[src/rtl/key_debounce_dual.sv]
// key_debounce_dual: two independent push-button conditioners.
//
// Each channel takes a raw, bouncing, active-low key and produces a clean
// level that is safe to use as a clock pin of a downstream flip-flop. It also
// produces one-cycle pulses on accepted press and release. One press yields
// exactly one falling edge on KOUTn.
//
// Ports:
//   CLK          system clock, all logic on the rising edge
//   RST          synchronous, active-high reset
//   KEY1, KEY2   raw keys (asynchronous, active-low, idle high)
//   KOUT1, KOUT2 debounced levels (idle high, low while pressed)
//   KNEG1, KNEG2 one-cycle pulse when KOUTn goes 1->0 (accepted press)
//   KPOS1, KPOS2 one-cycle pulse when KOUTn goes 0->1 (accepted release)
//
// Parameters:
//   DEB_CYCLES   consecutive cycles a new synchronized level must persist
//                before it is accepted (>= 2)
//   CW           counter width, 2**CW >= DEB_CYCLES

module key_debounce_chan #(
  parameter int DEB_CYCLES = 1000000,
  parameter int CW         = 20
) (
  input  logic clk,
  input  logic rst,
  input  logic key,
  output logic kout,
  output logic kneg,
  output logic kpos
);

  typedef enum logic [1:0] {
    IDLE_HI,
    CNT_LO,
    IDLE_LO,
    CNT_HI
  } state_t;

  localparam logic [CW-1:0] CNT_LAST = CW'(DEB_CYCLES - 1);

  state_t        state, state_nxt;
  logic [CW-1:0] cnt, cnt_nxt;
  logic          kout_nxt, kneg_nxt, kpos_nxt;
  logic          sync0, sync1;

  always_ff @(posedge clk) begin
    if (rst) begin
      sync0 <= 1'b1;
      sync1 <= 1'b1;
      state <= IDLE_HI;
      cnt   <= '0;
      kout  <= 1'b1;
      kneg  <= 1'b0;
      kpos  <= 1'b0;
    end else begin
      // synchronizer stage: only sync1 is trusted downstream
      sync0 <= key;
      sync1 <= sync0;
      // debounce stage
      state <= state_nxt;
      cnt   <= cnt_nxt;
      kout  <= kout_nxt;
      kneg  <= kneg_nxt;
      kpos  <= kpos_nxt;
    end
  end

  // The counter is seeded with 1 on the first cycle of a new level, so the
  // acceptance compare at DEB_CYCLES-1 fires on the DEB_CYCLES-th
  // consecutive synchronized cycle. Any reversion restarts from zero.
  always_comb begin
    state_nxt = state;
    cnt_nxt   = cnt;
    kout_nxt  = kout;
    kneg_nxt  = 1'b0;
    kpos_nxt  = 1'b0;
    case (state)
      IDLE_HI: begin
        if (!sync1) begin
          state_nxt = CNT_LO;
          cnt_nxt   = CW'(1);
        end else begin
          cnt_nxt   = '0;
        end
      end
      CNT_LO: begin
        if (sync1) begin
          state_nxt = IDLE_HI;
          cnt_nxt   = '0;
        end else if (cnt == CNT_LAST) begin
          state_nxt = IDLE_LO;
          cnt_nxt   = '0;
          kout_nxt  = 1'b0;
          kneg_nxt  = 1'b1;
        end else begin
          cnt_nxt   = cnt + CW'(1);
        end
      end
      IDLE_LO: begin
        if (sync1) begin
          state_nxt = CNT_HI;
          cnt_nxt   = CW'(1);
        end else begin
          cnt_nxt   = '0;
        end
      end
      CNT_HI: begin
        if (!sync1) begin
          state_nxt = IDLE_LO;
          cnt_nxt   = '0;
        end else if (cnt == CNT_LAST) begin
          state_nxt = IDLE_HI;
          cnt_nxt   = '0;
          kout_nxt  = 1'b1;
          kpos_nxt  = 1'b1;
        end else begin
          cnt_nxt   = cnt + CW'(1);
        end
      end
      default: begin
        state_nxt = IDLE_HI;
        cnt_nxt   = '0;
        kout_nxt  = 1'b1;
      end
    endcase
  end

endmodule

module key_debounce_dual #(
  parameter int DEB_CYCLES = 1000000,
  parameter int CW         = 20
) (
  input  logic CLK,
  input  logic RST,
  input  logic KEY1,
  input  logic KEY2,
  output logic KOUT1,
  output logic KOUT2,
  output logic KNEG1,
  output logic KNEG2,
  output logic KPOS1,
  output logic KPOS2
);

  // Channels share nothing but clock and reset.
  key_debounce_chan #(
    .DEB_CYCLES (DEB_CYCLES),
    .CW         (CW)
  ) u_ch1 (
    .clk  (CLK),
    .rst  (RST),
    .key  (KEY1),
    .kout (KOUT1),
    .kneg (KNEG1),
    .kpos (KPOS1)
  );

  key_debounce_chan #(
    .DEB_CYCLES (DEB_CYCLES),
    .CW         (CW)
  ) u_ch2 (
    .clk  (CLK),
    .rst  (RST),
    .key  (KEY2),
    .kout (KOUT2),
    .kneg (KNEG2),
    .kpos (KPOS2)
  );

endmodule

[config.mk]
export PLATFORM = sky130hd
export DESIGN_NAME = key_debounce_dual
export DESIGN_NICKNAME = d
export VERILOG_FILES = /design/src/rtl/key_debounce_dual.sv
export SDC_FILE = /design/constraint.sdc
export NUM_CORES = 1
export LEC_CHECK = 0
export ABC_AREA = 1
export BUFFER_PORTS_ARGS = -buffer_cell sky130_fd_sc_hd__buf_2
export CORE_ASPECT_RATIO = 0.6
export CORE_MARGIN = 10
export CORE_UTILIZATION = 50
export DETAILED_ROUTE_END_ITERATION = 8
export MAX_ROUTING_LAYER = met4
export PLACE_DENSITY = 0.76
export SYNTH_ARGS = -nofsm -noshare
export SYNTH_HDL_FRONTEND = slang
export SYNTH_SLANG_ARGS = --single-unit
[constraint.sdc]
create_clock -name CLK -period 2.3 [get_ports CLK]
set_input_delay 0.46 -clock CLK [delete_from_list [all_inputs] [get_ports CLK]]
set_output_delay 0.46 -clock CLK [all_outputs]
set_load 0.02 [all_outputs]
Word level (Yosys, flattened, before mapping)
Cells that the tools add are included.
- flip-flop bits (word level): 54
- input bits: 4
- reduce and logical (&&, ||, !) cells: 12
- $add $sub $neg: 2
- multiplexer cells: 38
- bitwise gates (word level): 6
- equality and inequality tests: 24
- operators with widths (kind ; count):
    case mux 20 bit (4 select lines) ; 2
    2-to-1 mux 20 bit ; 6
    adder 20 x 1 -> 20 bit (second input constant) ; 2
    equality test 20 bit (second input constant) ; 2
    2-to-1 mux 2 bit ; 12
    inequality test 2 x 1 -> 1 bit (second input constant) ; 8
    case mux 2 bit (4 select lines) ; 2
    2-to-1 mux 1 bit ; 14
    OR reduction 3 bit ; 4
    AND reduction 5 bit ; 2
    equality test 2 bit (second input constant) ; 4
    inequality test 2 bit (second input constant) ; 4
    AND reduction 4 bit ; 2
    inequality test 3 x 1 -> 1 bit (second input constant) ; 2
    inequality test 3 bit (second input constant) ; 2
    NOT 1 bit ; 6
    equality test 2 x 1 -> 1 bit (second input constant) ; 2
    zero test 2 bit ; 2
    case mux 1 bit (2 select lines) ; 2
    nonzero test 2 bit ; 2

Logic depth before layout (Yosys ltp)
- depth in word-level cells: 4
- gate-level depth with buffers: 9

Cells and area by module
From an unflattened synthesis, not the netlist that was laid out.
- cell total of the unflattened synthesis: 410
- area total of the unflattened synthesis: 2772.7 µm²
- by module, submodules not included (module ; cells an instance ; instances ; area an instance (µm²) ; seq. area each (µm²)):
    key_debounce_chan at u_ch2 ; 211 ; 1 ; 1412.6 ; 540.5
    key_debounce_chan at u_ch1 ; 199 ; 1 ; 1360.1 ; 540.5

Least setup slack after synthesis
OpenSTA, ideal clock, no wires.
- kind: register to register
- start point: register u_ch1.cnt[0]
- end point: register u_ch1.kout
- path buffers: 0
- setup slack: 964 ps
- arrival: 1217 ps
- clock period less this slack: 1336 ps
- stages on the path, launching flop included: 9
- library setup time: 119 ps
- cell sequence: dfxtp_1 ha_1 nand2_1 nor2_2 nand3_1 nor2_2 nand3_1 o21ai_0 nand2_1
- longest elaborated chain between the ends: 3
- RTL lines (element ; RTL line ; source):
    start, declared ; 43 ; logic [CW-1:0] cnt, cnt_nxt;
    start signal, assigned ; 62 ; cnt <= cnt_nxt;
    equality test 20 bit (*) ; 91, 112 ;
    inequality test 2 x 1 -> 1 bit (no line) ; - ;
    AND reduction 5 bit (no line) (*) ; - ;
    end signal, assigned ; 63 ; kout <= kout_nxt;
    end, declared ; 28 ; output logic kout,
Every way passes the cells marked *; elsewhere a longest branch is shown, timed or not.
A chain may end at the register's enable or synchronous reset.

Final worst setup path
- start point: register u_ch1.cnt[0]
- end point: register u_ch1.cnt[11]
- longest elaborated chain between the ends: 4
- RTL lines (element ; RTL line ; source):
    adder 20 x 1 -> 20 bit / equality test 20 bit (equally long branches) ; - ;
    2-to-1 mux 20 bit (*) ; 91, 112 ;
    2-to-1 mux 20 bit (on tied branches) ; 109, 88 ;
    case mux 20 bit (4 select lines) (*) ; 78 ; case (state)
Marks and branches as above.

==> flow_metrics.tcl <==
set metrics [dict create \
    reg2reg_depth 6 \
    io-pin-count 10 \
    fill_cells 458 \
    grt_pass1_wl_um 10000 \
    dieArea_mm2 0.00895 \
    min_path_type "input port to flop" \
    stdcell_count 463 \
    post-cts-setup-buffer-count 0 \
    die_w_um 116 \
    drt-total-wl_um 5810 \
    groute.layer.met1.usage_pct 21.8 \
    ctsResizeCount 0 \
    cts_tree "built" \
    nNetsFinal 403 \
    top_regs "u_ch1.cnt x20, u_ch2.cnt x20" \
    drcViolationCount 0 \
    synthCells 385 \
    post-route-period-util_pct 67.1 \
    hpwl_um 4430 \
    area_growth_pct 7.56 \
    antenna_found_initial 0 \
    ant_nets 0 \
    syn_avg_cell_area_um2 7.13 \
    grt_util_met3_pct 3.76 \
    maxCapViolCount 0 \
    globalplace.congestion 0.981 \
    met2_usage_pct 16.6 \
    synth_cell_types 35 \
    path_max_fanout 11 \
    cts_hold_buf 0 \
    synth_seq_cells 54 \
    top_usage_layer "met1" \
    grt_pass1_vias 2064 \
    cp_cell_sequence "ha_1 > nand3_1 > nor3_1 > nand3b_1 > nand2_1 > nor2_1" \
    cp.required_ns 2.49 \
    finalHoldViolCount 0 \
    place_area_mm2 0.00285 \
    path_depth 6 \
    end_kind "flop" \
    numCtsBuffers 5 \
    place_inst 456 \
    synth-compound-area-share_pct 4.37 \
    firstDrtPassIters 5 \
    portBuffers 9 \
    grt_max_degree 18 \
    critical_path_buf_inv_count 0 \
    final_cell_mix "nand2_1, nor2_1, dfxtp_1, inv_1, nand3_1" \
    root_buffer "clkbuf_8" \
    die_h_um 77.4 \
    yosys_warnings 0 \
    first_iter_violations 179 \
    cpPeakStageDelay_ns 0.37 \
    clkTransAtPathRegs_ns 0.10 \
    coreArea_mm2 0.00518 \
    clockBufferDepth 2 \
    finClkSkew_ns 0.0130 \
    vias_per_cell 5.16 \
    rsz0062_at_grt "false" \
    finalSetupViolCount 0 \
    fin_ws_ns 0.756 \
    worst_path_max_delay_cell "dfxtp_1" \
    slew_viol_final 0 \
    crit_type "flop to flop" \
    holdPathStages 2 \
    dpl_worst_slack_ns 0.631 \
    fmax_mhz 648 \
    synth_top_family_by_area "simple AND/OR/NAND/NOR gates" \
    initial_core_util_pct 53.0 \
    vias 2391 \
    cp-start-kind "flop" \
    final_common_cell "nand2_1" \
    worstMarginPinSlew_ns 0.420 \
    clock_latency_ns 0.31 \
    period_needed_ns 1.54 \
    fin_tns_setup_ns 0 \
    track_usage_pct 14.0 \
    slew_headroom_pct 72.0 \
    layout-drive-gt1-share_pct 15.6 \
    synth_mux_area_share_pct 0 \
    yosys.area_share.simple_pct 43.4 \
    design_area_mm2 0.00295 \
    synthAdderAreaFrac_pct 0.911 \
    crit_family "simple AND/OR/NAND/NOR gates" \
    status "complete, no violations" \
    cts_sinks 54 \
    syn_nets 391 \
    synth-xor-area-share_pct 4.78 \
    peakVddDrop_mv 0.360 \
    pwr_density_cell_mw_per_mm2 538 \
    arrival_ns 1.73 \
    diodes 0 \
    std_cell_rows 20 \
    synth_area_mm2 0.00275 \
    h-tree-depth 2 \
    leakage_uw 0.00105 \
    timing.hold.ws_ns 0.324 \
    yosysSeqAreaShare_pct 39.4 \
    gr-total-overflow 0 \
    wl_per_cell_um 12.5 \
]
==> report_power, final <==
| group | switching [uW] | total (uW) | internal [uW] | leakage, uW |
|---|---|---|---|---|
| combinational | 12.3 | 20.0 | 7.70 | 0.000562 |
| sequential | 3.56 | 943 | 940 | 0.000436 |
| clock | 307 | 627 | 321 | 0.0000542 |
==> per-stage QoR <==
| step | power (uW) | util [%] |
|---|---|---|
| 2_1_floorplan | 979 | - |
| 3_3_place_gp | 984 | 55.0 |
| 3_5_place_dp | 984 | 55.0 |
| 4_1_cts | 1600 | 57.0 |
| 5_1_grt | 1650 | 57.0 |
| 6_report | 1590 | 57.0 |
==> layout make-up <==
| class | count | area, um2 | area share, % |
|---|---|---|---|
| Clock buffer | 5 | 68.8 | 2.33 |
| Timing Repair Buffer | 9 | 45.0 | 1.52 |
| Sequential cell | 54 | 1080 | 36.6 |
| Multi-Input combinational cell | 282 | 1470 | 49.7 |
| Clock inverter | 2 | 38.8 | 1.31 |
| Inverter | 45 | 169 | 5.72 |
| Tap cell | 66 | 82.6 | 2.80 |
==> cells in the mapped netlist <==
cell	instances	area share, %
ha_1	2	0.91
a21oi_1	6	1.1
o21ai_1	2	0.36
dfxtp_1	54	39
nand2_1	84	11
nand3b_2	1	0.41
nand3_4	3	1.9
or2_2	4	0.91
o31ai_1	1	0.27
inv_1	42	5.7
a31oi_1	1	0.23
a21o_1	1	0.27
clkbuf_1	1	0.14
nand2_2	3	0.68
inv_2	3	0.41
buf_2	1	0.18
nor3_2	5	1.8
nor2_2	18	4.1
o21bai_1	2	0.55
nor3_1	8	1.5
nand3_1	20	3.6
nand3_2	3	1.1
nor2_1	78	11
buf_4	1	0.27
xnor2_1	2	0.64
nand3b_1	2	0.55
buf_6	1	0.41
o21ai_0	7	1.3
xor2_1	13	4.1
nor2_8	1	0.73
nor3b_1	1	0.27
nor2_4	4	1.6
or2_1	1	0.23
a21oi_2	1	0.32
nand4_1	8	1.8
==> path summary, 6_finish.rpt <==
check | from | end | slack [ns]
worst min-delay path | KEY1 | u_ch1.sync0 | 0.32
worst min register to register | u_ch2.sync0 | u_ch2.sync1 | 0.42
worst max register to register | u_ch1.cnt[0] | u_ch1.cnt[11] | 0.76
worst max-delay path | u_ch1.cnt[0] | u_ch1.cnt[11] | 0.76
==> logic make-up (layout without fill, tap and decap cells) <==
group / Yosys count / in the layout
AND/OR/NAND/NOR: 244 / 244
flip-flops: 54 / 54
buffers and inverters: 49 / 61
AO/OA/AOI/OAI: 21 / 21
XOR/XNOR: 15 / 15
adder cells (fa/ha/maj): 2 / 2
==> worst reg2reg max path: cells and delay by family (launching register included) <==
family | cells | cell delay (ns)
flops | 1 | 0.37
fa+ha+maj | 1 | 0.20
simple gates | 5 | 0.85
==> layer usage <==
metal,wire [um],vias to the layer above
met4,59,0
met2,2070,94
li1,-,1226
met1,3190,1064
met3,485,7
met5,0,-
Power figures use the tool's default switching activity.
